===== src/rtl/sram_axi_bridge.sv =====
// Bridges an SRAM-like cache port onto single-beat AXI read/write channels, one transaction in flight.
// Build option: define BRIDGE_POSTED_WRITE_EN to complete writes once both AW and W are accepted.
module sram_axi_bridge #(
  parameter int ADDR_WIDTH = 32
) (
  input  logic                  clk,
  input  logic                  rst,
  input  logic                  data_req,
  input  logic                  data_wr,
  input  logic [1:0]            data_size,
  input  logic [ADDR_WIDTH-1:0] data_addr,
  input  logic [31:0]           data_wdata,
  output logic [31:0]           data_rdata,
  output logic                  data_addr_ok,
  output logic                  data_data_ok,
  output logic [ADDR_WIDTH-1:0] araddr,
  output logic [2:0]            arsize,
  output logic                  arvalid,
  input  logic                  arready,
  input  logic [31:0]           rdata,
  input  logic                  rvalid,
  output logic                  rready,
  output logic [ADDR_WIDTH-1:0] awaddr,
  output logic [2:0]            awsize,
  output logic                  awvalid,
  input  logic                  awready,
  output logic [31:0]           wdata,
  output logic [3:0]            wstrb,
  output logic                  wvalid,
  input  logic                  wready,
  input  logic                  bvalid,
  output logic                  bready
);

  typedef enum logic [2:0] {IDLE, RD_ADDR, RD_DATA, WR_REQ, WR_RESP} state_t;

  state_t                state_reg;
  logic [ADDR_WIDTH-1:0] addr_reg;
  logic [1:0]            size_reg;
  logic [31:0]           wdata_reg;
  logic [3:0]            wstrb_reg;
  logic                  arvalid_reg;
  logic                  rready_reg;
  logic                  awvalid_reg;
  logic                  wvalid_reg;
  logic                  bready_reg;
  logic                  aw_done_reg;
  logic                  w_done_reg;

  logic [1:0] size_next;
  logic [3:0] wstrb_next;
  logic       aw_hs;
  logic       w_hs;
  logic       aw_fin;
  logic       w_fin;
  logic       rd_ok;
  logic       wr_ok;

  // Size 3 is folded into word so everything downstream only sees 0..2.
  always_comb begin
    size_next = (data_size == 2'd3) ? 2'd2 : data_size;
    case (size_next)
      2'd0:    wstrb_next = 4'b0001 << data_addr[1:0];
      2'd1:    wstrb_next = data_addr[1] ? 4'b1100 : 4'b0011;
      default: wstrb_next = 4'b1111;
    endcase
  end

  assign aw_hs  = awvalid_reg & awready;
  assign w_hs   = wvalid_reg & wready;
  assign aw_fin = aw_done_reg | aw_hs;
  assign w_fin  = w_done_reg | w_hs;
  assign rd_ok  = (state_reg == RD_DATA) & rvalid;

`ifdef BRIDGE_POSTED_WRITE_EN
  assign wr_ok = (state_reg == WR_REQ) & aw_fin & w_fin;
`else
  assign wr_ok = (state_reg == WR_RESP) & bvalid;
`endif

  // Gated by rst so the cache sees no accept while reset is held.
  assign data_addr_ok = data_req & (state_reg == IDLE) & rst;
  assign data_data_ok = rd_ok | wr_ok;
  assign data_rdata   = rd_ok ? rdata : 32'd0;

  assign araddr  = addr_reg;
  assign arsize  = {1'b0, size_reg};
  assign arvalid = arvalid_reg;
  assign rready  = rready_reg;
  assign awaddr  = addr_reg;
  assign awsize  = {1'b0, size_reg};
  assign awvalid = awvalid_reg;
  assign wdata   = wdata_reg;
  assign wstrb   = wstrb_reg;
  assign wvalid  = wvalid_reg;
  assign bready  = bready_reg;

  always_ff @(posedge clk or negedge rst) begin
    if (!rst) begin
      state_reg   <= IDLE;
      addr_reg    <= '0;
      size_reg    <= 2'd0;
      wdata_reg   <= 32'd0;
      wstrb_reg   <= 4'd0;
      arvalid_reg <= 1'b0;
      rready_reg  <= 1'b0;
      awvalid_reg <= 1'b0;
      wvalid_reg  <= 1'b0;
      bready_reg  <= 1'b0;
      aw_done_reg <= 1'b0;
      w_done_reg  <= 1'b0;
    end else begin
      case (state_reg)
        IDLE: begin
          if (data_req) begin
            addr_reg    <= data_addr;
            size_reg    <= size_next;
            wdata_reg   <= data_wdata;
            wstrb_reg   <= wstrb_next;
            aw_done_reg <= 1'b0;
            w_done_reg  <= 1'b0;
            if (data_wr) begin
              awvalid_reg <= 1'b1;
              wvalid_reg  <= 1'b1;
              state_reg   <= WR_REQ;
            end else begin
              arvalid_reg <= 1'b1;
              state_reg   <= RD_ADDR;
            end
          end
        end
        RD_ADDR: begin
          if (arready) begin
            arvalid_reg <= 1'b0;
            rready_reg  <= 1'b1;
            state_reg   <= RD_DATA;
          end
        end
        RD_DATA: begin
          if (rvalid) begin
            rready_reg <= 1'b0;
            state_reg  <= IDLE;
          end
        end
        WR_REQ: begin
          // AW and W retire independently; leave once both have been taken.
          if (aw_hs) begin
            awvalid_reg <= 1'b0;
            aw_done_reg <= 1'b1;
          end
          if (w_hs) begin
            wvalid_reg <= 1'b0;
            w_done_reg <= 1'b1;
          end
          if (aw_fin && w_fin) begin
            bready_reg <= 1'b1;
            state_reg  <= WR_RESP;
          end
        end
        WR_RESP: begin
          if (bvalid) begin
            bready_reg <= 1'b0;
            state_reg  <= IDLE;
          end
        end
        default: state_reg <= IDLE;
      endcase
    end
  end

endmodule


===== config.mk =====
export PLATFORM = sky130hd
export DESIGN_NAME = sram_axi_bridge
export DESIGN_NICKNAME = d
export VERILOG_FILES = /design/src/rtl/sram_axi_bridge.sv
export SDC_FILE = /design/constraint.sdc
export NUM_CORES = 1
export LEC_CHECK = 0
export ABC_AREA = 1
export BUFFER_PORTS_ARGS = -buffer_cell sky130_fd_sc_hd__buf_2
export CAP_MARGIN = 20
export CORE_ASPECT_RATIO = 0.75
export CORE_UTILIZATION = 42
export DETAILED_ROUTE_END_ITERATION = 10
export PLACE_DENSITY = 0.83
export SYNTH_ARGS = -nofsm -noshare
export SYNTH_HDL_FRONTEND = slang
export SYNTH_SLANG_ARGS = --single-unit

===== constraint.sdc =====
create_clock -name clk -period 1.9 [get_ports clk]
set_clock_uncertainty 0.1 [all_clocks]
set_input_delay 0.19 -clock clk [delete_from_list [all_inputs] [get_ports clk]]
set_output_delay 0.19 -clock clk [all_outputs]
set_load 0.02 [all_outputs]

==> out/metrics.cfg, run 1 <==
[run_status]
status = complete, but fails checks
failed_checks = DRC

[clock_tree]
numCtsBuffers = 9
cts_buffer_depth = 2
h-tree-depth = 3
clk_latency_ns = 0.33
clkTransAtPathRegs_ns = 0.06
cts_num_sinks = 80
clockRootBuffer = clkbuf_16
cts_tree = done

[synth]
synth_edf_count = 0
syn_area_per_cell_um2 = 7.87
synth_seq_cells = 80
synth_top_area_share = 0.531
netlist_area_um2 = 3770
yosysTopAreaCell = dfrtp_1
synth.distinct_cells = 21
ys_warn_count = 0
yosysSeqAreaShare = 0.531
ys_top_cells_by_area = dfrtp_1, nand2_1, buf_4
async_flop_share = 1.00
netlist_instances = 479
synth_commonest_cells = nand2_1, dfrtp_1, inv_1
synth_top_flop_cell = dfrtp_1
yosysMostFrequentCell = nand2_1

[worst_hold_path]
holdPathStages = 3
hold_start = data_addr[0]
hold_path_end = wstrb[3]
hold_path_class = in -> reg

[detailed_routing]
wl_um = 12500
drc = 30
postRouteAntennaNets = 0
num_vias = 4141
initialDrtViolationCount = 231
routedWlPerCell_um = 14.3
via_per_inst = 4.76
drt_pre_antenna_iters = 8

[cells_and_area]
nets = 864
layout-drive-gt1-share = 0.373
final_util = 0.686
finalNonFillerCells = 870
syn2layout_area_growth_pct = 55.8
seq_area_um2 = 2000
multi_input_area_um2 = 1190
fill_cells = 663

[power]
sw_frac_of_total = 0.456
power.density_nw_per_um2 = 1720
power_frac_clock = 0.193
p_int_mw = 5.49
switchingPower_mw = 4.60
ir_drop_v = 0.00113
pwr-share-seq = 0.307
combPwrFrac = 0.500
leakagePower_nw = 3.60

[placement]
hpwl_um = 7590
placed_cells = 788
place.gp.congestion = 0.906
io_buffer_count = 249

[setup_path]
crit_path_end_kind = output pin
r2r_cells = 8
start_kind = register
reg2reg_slack_ns = 0.30
arrival_ns = 1.57
path_class = reg -> out
reg2reg_to = wstrb[2]
r2r_start = state_reg[2]
worstPathMaxFanout = 17
cp.required_ns = 1.61

[timing]
max_freq_ghz = 0.536
setup_viol = 0
finalCritPeriodShare = 0.981
grt_setup_unrepaired = true
timing.final.crit_period_ns = 1.86
finalMaxSlewViolations = 0
hold_violations = 0
setup_tns_ns = 0

[floorplanning]
die-area_um2 = 9360
core_area_um2 = 8560
rows = 29
die_w_um = 111
start_util = 0.440
io_pins = 252
die_y_um = 84.0

[global_routing]
antenna_found_initial = 1
grt_max_degree = 81
track_usage = 0.270
grt_pass1_wl_um = 19800
grt_pass1_vias = 4249
grt_overflow = 0

[job]
max-cap-violations = 0

==> worst max-delay path by stage <==
stage / slack, ns / cells after the start / endpoint / start
after global routing: -0.02 / 6 / data_rdata[19] / state_reg[2]
after global placement: 0.34 / 8 / wstrb[3] / state_reg[1]
final: 0.04 / 6 / data_rdata[6] / state_reg[2]
after floorplan: 0.36 / 4 / data_rdata[22] / state_reg[0]
after detailed placement: 0.27 / 8 / wstrb[3] / state_reg[1]
after CTS: 0.02 / 6 / data_addr_ok / state_reg[2]
==> metal layers <==
metal / vias to the layer above / track usage / wire length (µm)
li1: 1930 / - / -
met1: 1911 / 0.289 / 4500
met2: 254 / 0.497 / 6440
met3: 46 / 0.0719 / 1080
met4: 0 / 0.127 / 436
met5: - / 0 / 0
==> power by group through the flow <==
| stage | clock (mW) | combinational [mW] | sequential (mW) |
|---|---|---|---|
| after detailed placement | 0 | 4.75 | 3.06 |
| after global placement | 0 | 4.62 | 3.04 |
| after floorplan | 0 | 2.66 | 3.94 |
| after global routing | 2.05 | 5.43 | 3.19 |
| after CTS | 1.98 | 4.85 | 3.07 |
| final | 1.94 | 5.05 | 3.10 |
==> cell families after synthesis <==
logic type,share of synthesized area
flip-flops,0.531
AO/OA/AOI/OAI,0.0232
other,0.000995
AND/OR/NAND/NOR,0.288
buffers and inverters,0.157
==> stage by stage <==
| step | worst slack (ns) | area, µm² | power [mW] | hold WS, ns |
|---|---|---|---|---|
| after floorplan | 0.359 | 3770 | 6.61 | -0.206 |
| after global placement | 0.342 | 4830 | 7.66 | 0.169 |
| after detailed placement | 0.270 | 4830 | 7.81 | 0.182 |
| after CTS | 0.0232 | 5800 | 9.90 | 0.0134 |
| after global routing | -0.0239 | 5870 | 10.7 | 0.0292 |
| final | 0.0352 | 5870 | 10.1 | 0.0272 |
==> placed cells by master (no fill, tap or decap), types with 2 or more instances in the layout <==
cell,instances
dlygate4sd3_1,63
buf_12,4
nor2_1,40
inv_2,3
nand2_1,220
conb_1,2
nand3_1,12
a21oi_1,4
o21ai_0,7
clkbuf_16,10
bufinv_16,3
nor2_2,3
dfrtp_1,79
buf_4,9
inv_1,44
buf_2,244
o21a_1,2
==> layout make-up <==
type | instances | area share
antenna | 1 | 0.000426
clock buffer | 10 | 0.0390
clock inverter | 5 | 0.0181
inverter | 48 | 0.0309
multi-input combinational | 297 | 0.203
sequential | 80 | 0.341
tap | 108 | 0.0230
timing repair buffer | 321 | 0.345
==> critical path, stage by stage (launching register included) <==
cell and delay [ns]:
dfrtp_1 0.43, inv_2 0.11, nand4_1 0.09, buf_4 0.17, clkbuf_16 0.17, nor2_1 0.11
buf_2 0.17
==> repair_timing <==
item	CTS	global route
gates resized for setup	2	10
cloned	0	1
hold buffers	63	0
buffers inserted	0	2
endpoints found under the hold margin	142	0
endpoints found under the setup margin	10	27
Power figures use the tool's default switching activity.
==> inputs of run 2 (changes only) <==
- ABC_AREA: 1 -> 0
- PLACE_DENSITY: 0.83 -> 0.84
==> run 2 against run 1 <==
The flow finishes with violations (setup timing). Non-clock buffer count grew 8. Combinational power grew 4%. Synthesized cell count shrank 41%. Worst hold slack lost 0.015 ns. Final area grew 1.9%. Largest power group unchanged.
==> out/metrics.cfg, run 2 <==
[synth]
syn_area_per_cell_um2 = 12.8
synth_top_flop_cell = dfrtp_1
synth.distinct_cells = 29
netlist_instances = 285
synth_edf_count = 0
yosysMostFrequentCell = dfrtp_1
netlist_area_um2 = 3660
yosysTopAreaCell = dfrtp_1
ys_warn_count = 0
synth_top_area_share = 0.547
synth_seq_cells = 80
synth_commonest_cells = dfrtp_1, mux2_1, buf_4
yosysSeqAreaShare = 0.547
ys_top_cells_by_area = dfrtp_1, mux2_1, buf_4
async_flop_share = 1.00

[detailed_routing]
drt_pre_antenna_iters = 4
postRouteAntennaNets = 0
drc = 0
initialDrtViolationCount = 97
num_vias = 3289
wl_um = 11300
routedWlPerCell_um = 16.4
via_per_inst = 4.77

[global_routing]
grt_pass1_wl_um = 16800
grt_pass1_vias = 3396
antenna_found_initial = 0
track_usage = 0.246
grt_max_degree = 81
grt_overflow = 0

[timing]
max_freq_ghz = 0.506
whs_ns = 0.0123
timing.final.crit_period_ns = 1.98
finalMaxSlewViolations = 0
setup_tns_ns = -1.56
setup_viol = 41
hold_violations = 0
finalCritPeriodShare = 1.04
grt_setup_unrepaired = true
fin_ws_ns = -0.0767

[job]
max-cap-violations = 0

[setup_path]
path_class = reg -> out
crit_chain = nand3b_1 -> nor2_4 -> buf_8 -> and2_1 -> buf_6
worstPathMaxFanout = 16
r2r_start = state_reg[1]
cp_slowest_cell = dfrtp_2
crit_path_end_kind = output pin
arrival_ns = 1.69
startpoint = state_reg[2]
cpPeakStageDelay_ns = 0.44
cp.required_ns = 1.61
start_kind = register

[clock_tree]
h-tree-depth = 3
clkTransAtPathRegs_ns = 0.06
cts_tree = done
cts_buffer_depth = 2
cts_num_sinks = 80
clk_latency_ns = 0.34
numCtsBuffers = 9
clockRootBuffer = clkbuf_16

[run_status]
status = complete, but fails checks
failed_checks = setup timing

[worst_hold_path]
hold_start = data_wdata[9]
hold_path_class = in -> reg

[floorplanning]
io_pins = 252
start_util = 0.433
rows = 29
core_area_um2 = 8450
die_y_um = 82.8
die_w_um = 110
die-area_um2 = 9090

[power]
leakagePower_nw = 3.03
sw_frac_of_total = 0.426
switchingPower_mw = 4.29
power.density_nw_per_um2 = 1680
power_frac_clock = 0.173
combPwrFrac = 0.520
power_mw = 10.1
ir_drop_v = 0.00122
pwr-share-seq = 0.307
p_int_mw = 5.78

[cells_and_area]
nets = 683
finalNonFillerCells = 689
layout-drive-gt1-share = 0.497
final_util = 0.708
antenna_cells = 0
final_cell_mix = buf_2, dfrtp_1, mux2_1, dlygate4sd3_1, and2_1
syn2layout_area_growth_pct = 63.6
final_cell_area_um2 = 5980
final_common_cell = buf_2

[placement]
placed_cells = 600
place.gp.congestion = 0.819
hpwl_um = 6590
io_buffer_count = 249
post-place-ws_ns = 0.111
placed_area_um2 = 4750

==> run 2: routing by layer <==
layer | vias to the layer above | GRT usage | wire length (µm)
met1 | 1605 | 0.265 | 4360
met4 | 0 | 0.102 | 306
li1 | 1508 | - | -
met5 | - | 0 | 0
met3 | 28 | 0.0754 | 694
met2 | 148 | 0.440 | 5920
==> run 2: worst paths after layout <==
kind	to	cells past startpoint	slack (ns)
max in group asynchronous	state_reg[2]	3	1.00
setup / recovery	data_rdata[25]	5	-0.08
min in group asynchronous	wdata[19]	3	0.35
hold reg to reg	wdata[20]	1	0.38
hold / removal	wdata[9]	2	0.01
setup reg to reg	wdata[4]	5	-0.03
==> run 2: power groups by stage <==
stage / combinational (mW) / sequential [mW] / clock (mW)
after floorplan: 2.51 / 4.06 / 0
after global placement: 4.59 / 3.06 / 0
after detailed placement: 4.70 / 3.11 / 0
after CTS: 5.15 / 3.08 / 1.77
after global routing: 5.57 / 3.20 / 1.84
final: 5.24 / 3.09 / 1.74
==> run 2: cell type report <==
cell class	count	area (µm²)
fillers	600	2470
multi-input cells	151	1270
clock inverters	3	40.0
well taps	108	135
clock buffers	13	260
flip-flops and latches	80	2000
repair buffers	329	2250
inverters	5	18.8
==> run 2: what timing repair did <==
action                                 4_1_cts  5_1_grt
setup endpoints to repair                   33       98
buffers inserted                             8        0
resized for setup                           64        6
hold buffers                                62        0
endpoints found under the hold margin      141        0
gates cloned                                 3        1
pin swaps                                    2        2
==> run 2: worst max-delay path: cells and delay by family, from the launching register on <==
kind / cells / cell delay, ns
buffers and inverters: 2 / 0.30
DFF: 1 / 0.44
and+or+nand+nor: 3 / 0.61
==> run 2: kinds of logic (layout without fill, tap and decap cells) <==
family	Yosys count	after routing	synth area share
DFF	80	80	0.547
muxes	65	65	0.200
and+or+nand+nor	56	56	0.0934
buffers and inverters	55	350	0.111
AOI/OAI and AO/OA	28	28	0.0476
other	1	2	0.00103
==> inputs of run 3 (changes only) <==
- CELL_PAD_IN_SITES_DETAIL_PLACEMENT: unset -> 2
- CELL_PAD_IN_SITES_GLOBAL_PLACEMENT: unset -> 2
- CORE_UTILIZATION: 42 -> 24
==> run 3 against run 2 <==
The flow still finishes with violations (setup timing). Clock power grew 11%. Sequential power is 3% higher. Fmax is 2.3% higher. Die area rose by 73%. Combinational power increased by 8.0%. Worst hold slack better by 0.033 ns. Total power increased by 7.0%. Via count increased by 3.1%. Cell count increased by 14%. Largest cell class unchanged. Highest routed layer unchanged.
==> out/metrics.cfg, run 3 (synthesis results as in run 2) <==
[global_routing]
use_met2 = 0.381
track_usage = 0.193
met3_usage = 0.0395
grt_overflow = 0
grt_pass1_vias = 3969
grt_pass1_wl_um = 22300
gr-max-usage-layer = met2
use_met1 = 0.205
antenna_found_initial = 0
grt_max_degree = 81

[detailed_routing]
routedWlPerCell_um = 20.1
drc = 0
num_vias = 3391
initialDrtViolationCount = 113
via_per_inst = 4.31
drt_pre_antenna_iters = 4
wl_um = 15800
postRouteAntennaNets = 0

[setup_path]
arrival_ns = 1.64
crit_path_end_kind = output pin
start_kind = register
cp.required_ns = 1.61
path_class = reg -> out
r2r_cells = 6
worstPathMaxFanout = 8

[placement]
place.gp.congestion = 0.693
io_buffer_count = 249
hpwl_um = 9570
post-place-ws_ns = 0.0507

[timing]
grt_setup_unrepaired = true
hold_violations = 0
timing.final.crit_period_ns = 1.93
setup_viol = 21
fin_ws_ns = -0.0327
finalCritPeriodShare = 1.02
max_freq_ghz = 0.517
setup_tns_ns = -0.292
finalMaxSlewViolations = 0

[clock_tree]
clkTransAtPathRegs_ns = 0.06
h-tree-depth = 3
clk_latency_ns = 0.33
cts_buffer_depth = 2
cts_tree = done
clockRootBuffer = clkbuf_16
cts_num_sinks = 80
numCtsBuffers = 9

[worst_hold_path]
holdPathStages = 2
hold_path_class = in -> reg

[cells_and_area]
syn2layout_area_growth_pct = 72.9
antenna_cells = 0
final_cell_mix = buf_2, dfrtp_1, dlygate4sd3_1, mux2_1, buf_6
layout-drive-gt1-share = 0.548
final_common_cell = buf_2
nets = 688

[floorplanning]
core_area_um2 = 14700
die_w_um = 145
start_util = 0.249
io_pins = 252
die_y_um = 109
rows = 38
die-area_um2 = 15700

[run_status]
status = complete, but fails checks
failed_checks = setup timing

[power]
ir_drop_v = 0.000663
combPwrFrac = 0.526
power_frac_clock = 0.179
pwr-share-seq = 0.296
power_mw = 10.8
leakagePower_nw = 3.13
sw_frac_of_total = 0.431
switchingPower_mw = 4.64
p_int_mw = 6.13
power.density_nw_per_um2 = 1700

[job]
max-cap-violations = 0

==> run 3: cell types whose count changed in the layout (fill, tap and decap cells not counted), sizes merged <==
cell / before / now
bufinv: 1 / 2
dlygate4sd3: 62 / 63
clkinv: 2 / 1
clkbuf: 14 / 15
clkinvlp: 0 / 1
buf: 266 / 268
==> run 3: power by group through the flow <==
stage	Combinational, mW	Sequential [mW]	Clock, mW
2_1_floorplan	2.51	4.06	0
3_3_place_gp	4.67	3.09	0
3_5_place_dp	4.85	3.18	0
4_1_cts	5.37	3.16	1.98
5_1_grt	6.01	3.30	2.06
6_report	5.66	3.19	1.93
==> run 3: critical path, cell delays in order (launching register included) <==
cell      delay, ns
dfrtp_2        0.40
nand3b_1       0.23
nor2_4         0.18
buf_6          0.13
buf_16         0.12
and2_4         0.14
buf_6          0.11
==> run 3: layout make-up <==
cell class	instances	area, µm²
fillers	1493	8370
repair buffers	334	2380
flip-flops and latches	80	2000
multi-input cells	151	1340
clock buffers	12	256
well taps	200	250
clock inverters	4	76.3
inverters	5	18.8
==> run 3: through the flow <==
stage / cells / utilization / area (µm²) / hold WS (ns)
3_5_place_dp: 692 / 0.332 / 4880 / 0.198
4_1_cts: 782 / 0.419 / 6150 / 0.0297
2_1_floorplan: 286 / - / 3660 / -0.206
3_3_place_gp: 692 / 0.332 / 4880 / 0.185
6_report: 786 / 0.431 / 6320 / 0.0451
5_1_grt: 786 / 0.431 / 6320 / 0.0419
==> run 3: path summary, 6_finish.rpt <==
| path | startpoint | endpoint | slack (ns) |
|---|---|---|---|
| worst min-delay path | data_addr[0] | araddr[0] | 0.05 |
| worst max-delay path | state_reg[2] | data_rdata[4] | -0.03 |
| min in group asynchronous | rst | wdata[25] | 0.33 |
| worst min register to register | wdata[15] | wdata[15] | 0.39 |
| max in group asynchronous | rst | state_reg[1] | 0.95 |
| worst max register to register | state_reg[2] | wdata[5] | 0.06 |
==> run 3: routing by layer <==
layer / vias to the layer above / part of all wire
met5: - / 0
met4: 0 / 0.012
met3: 17 / 0.035
met2: 108 / 0.58
met1: 1747 / 0.38
li1: 1519 / -
==> run 3: repair_timing <==
item / 4_1_cts / 5_1_grt
buffers inserted: 9 / 2
endpoints found under the hold margin: 142 / 0
endpoints found under the setup margin: 33 / 93
cloned: 2 / 4
gates resized for setup: 66 / 40
pin swaps: 2 / 10
hold buffers: 63 / 0
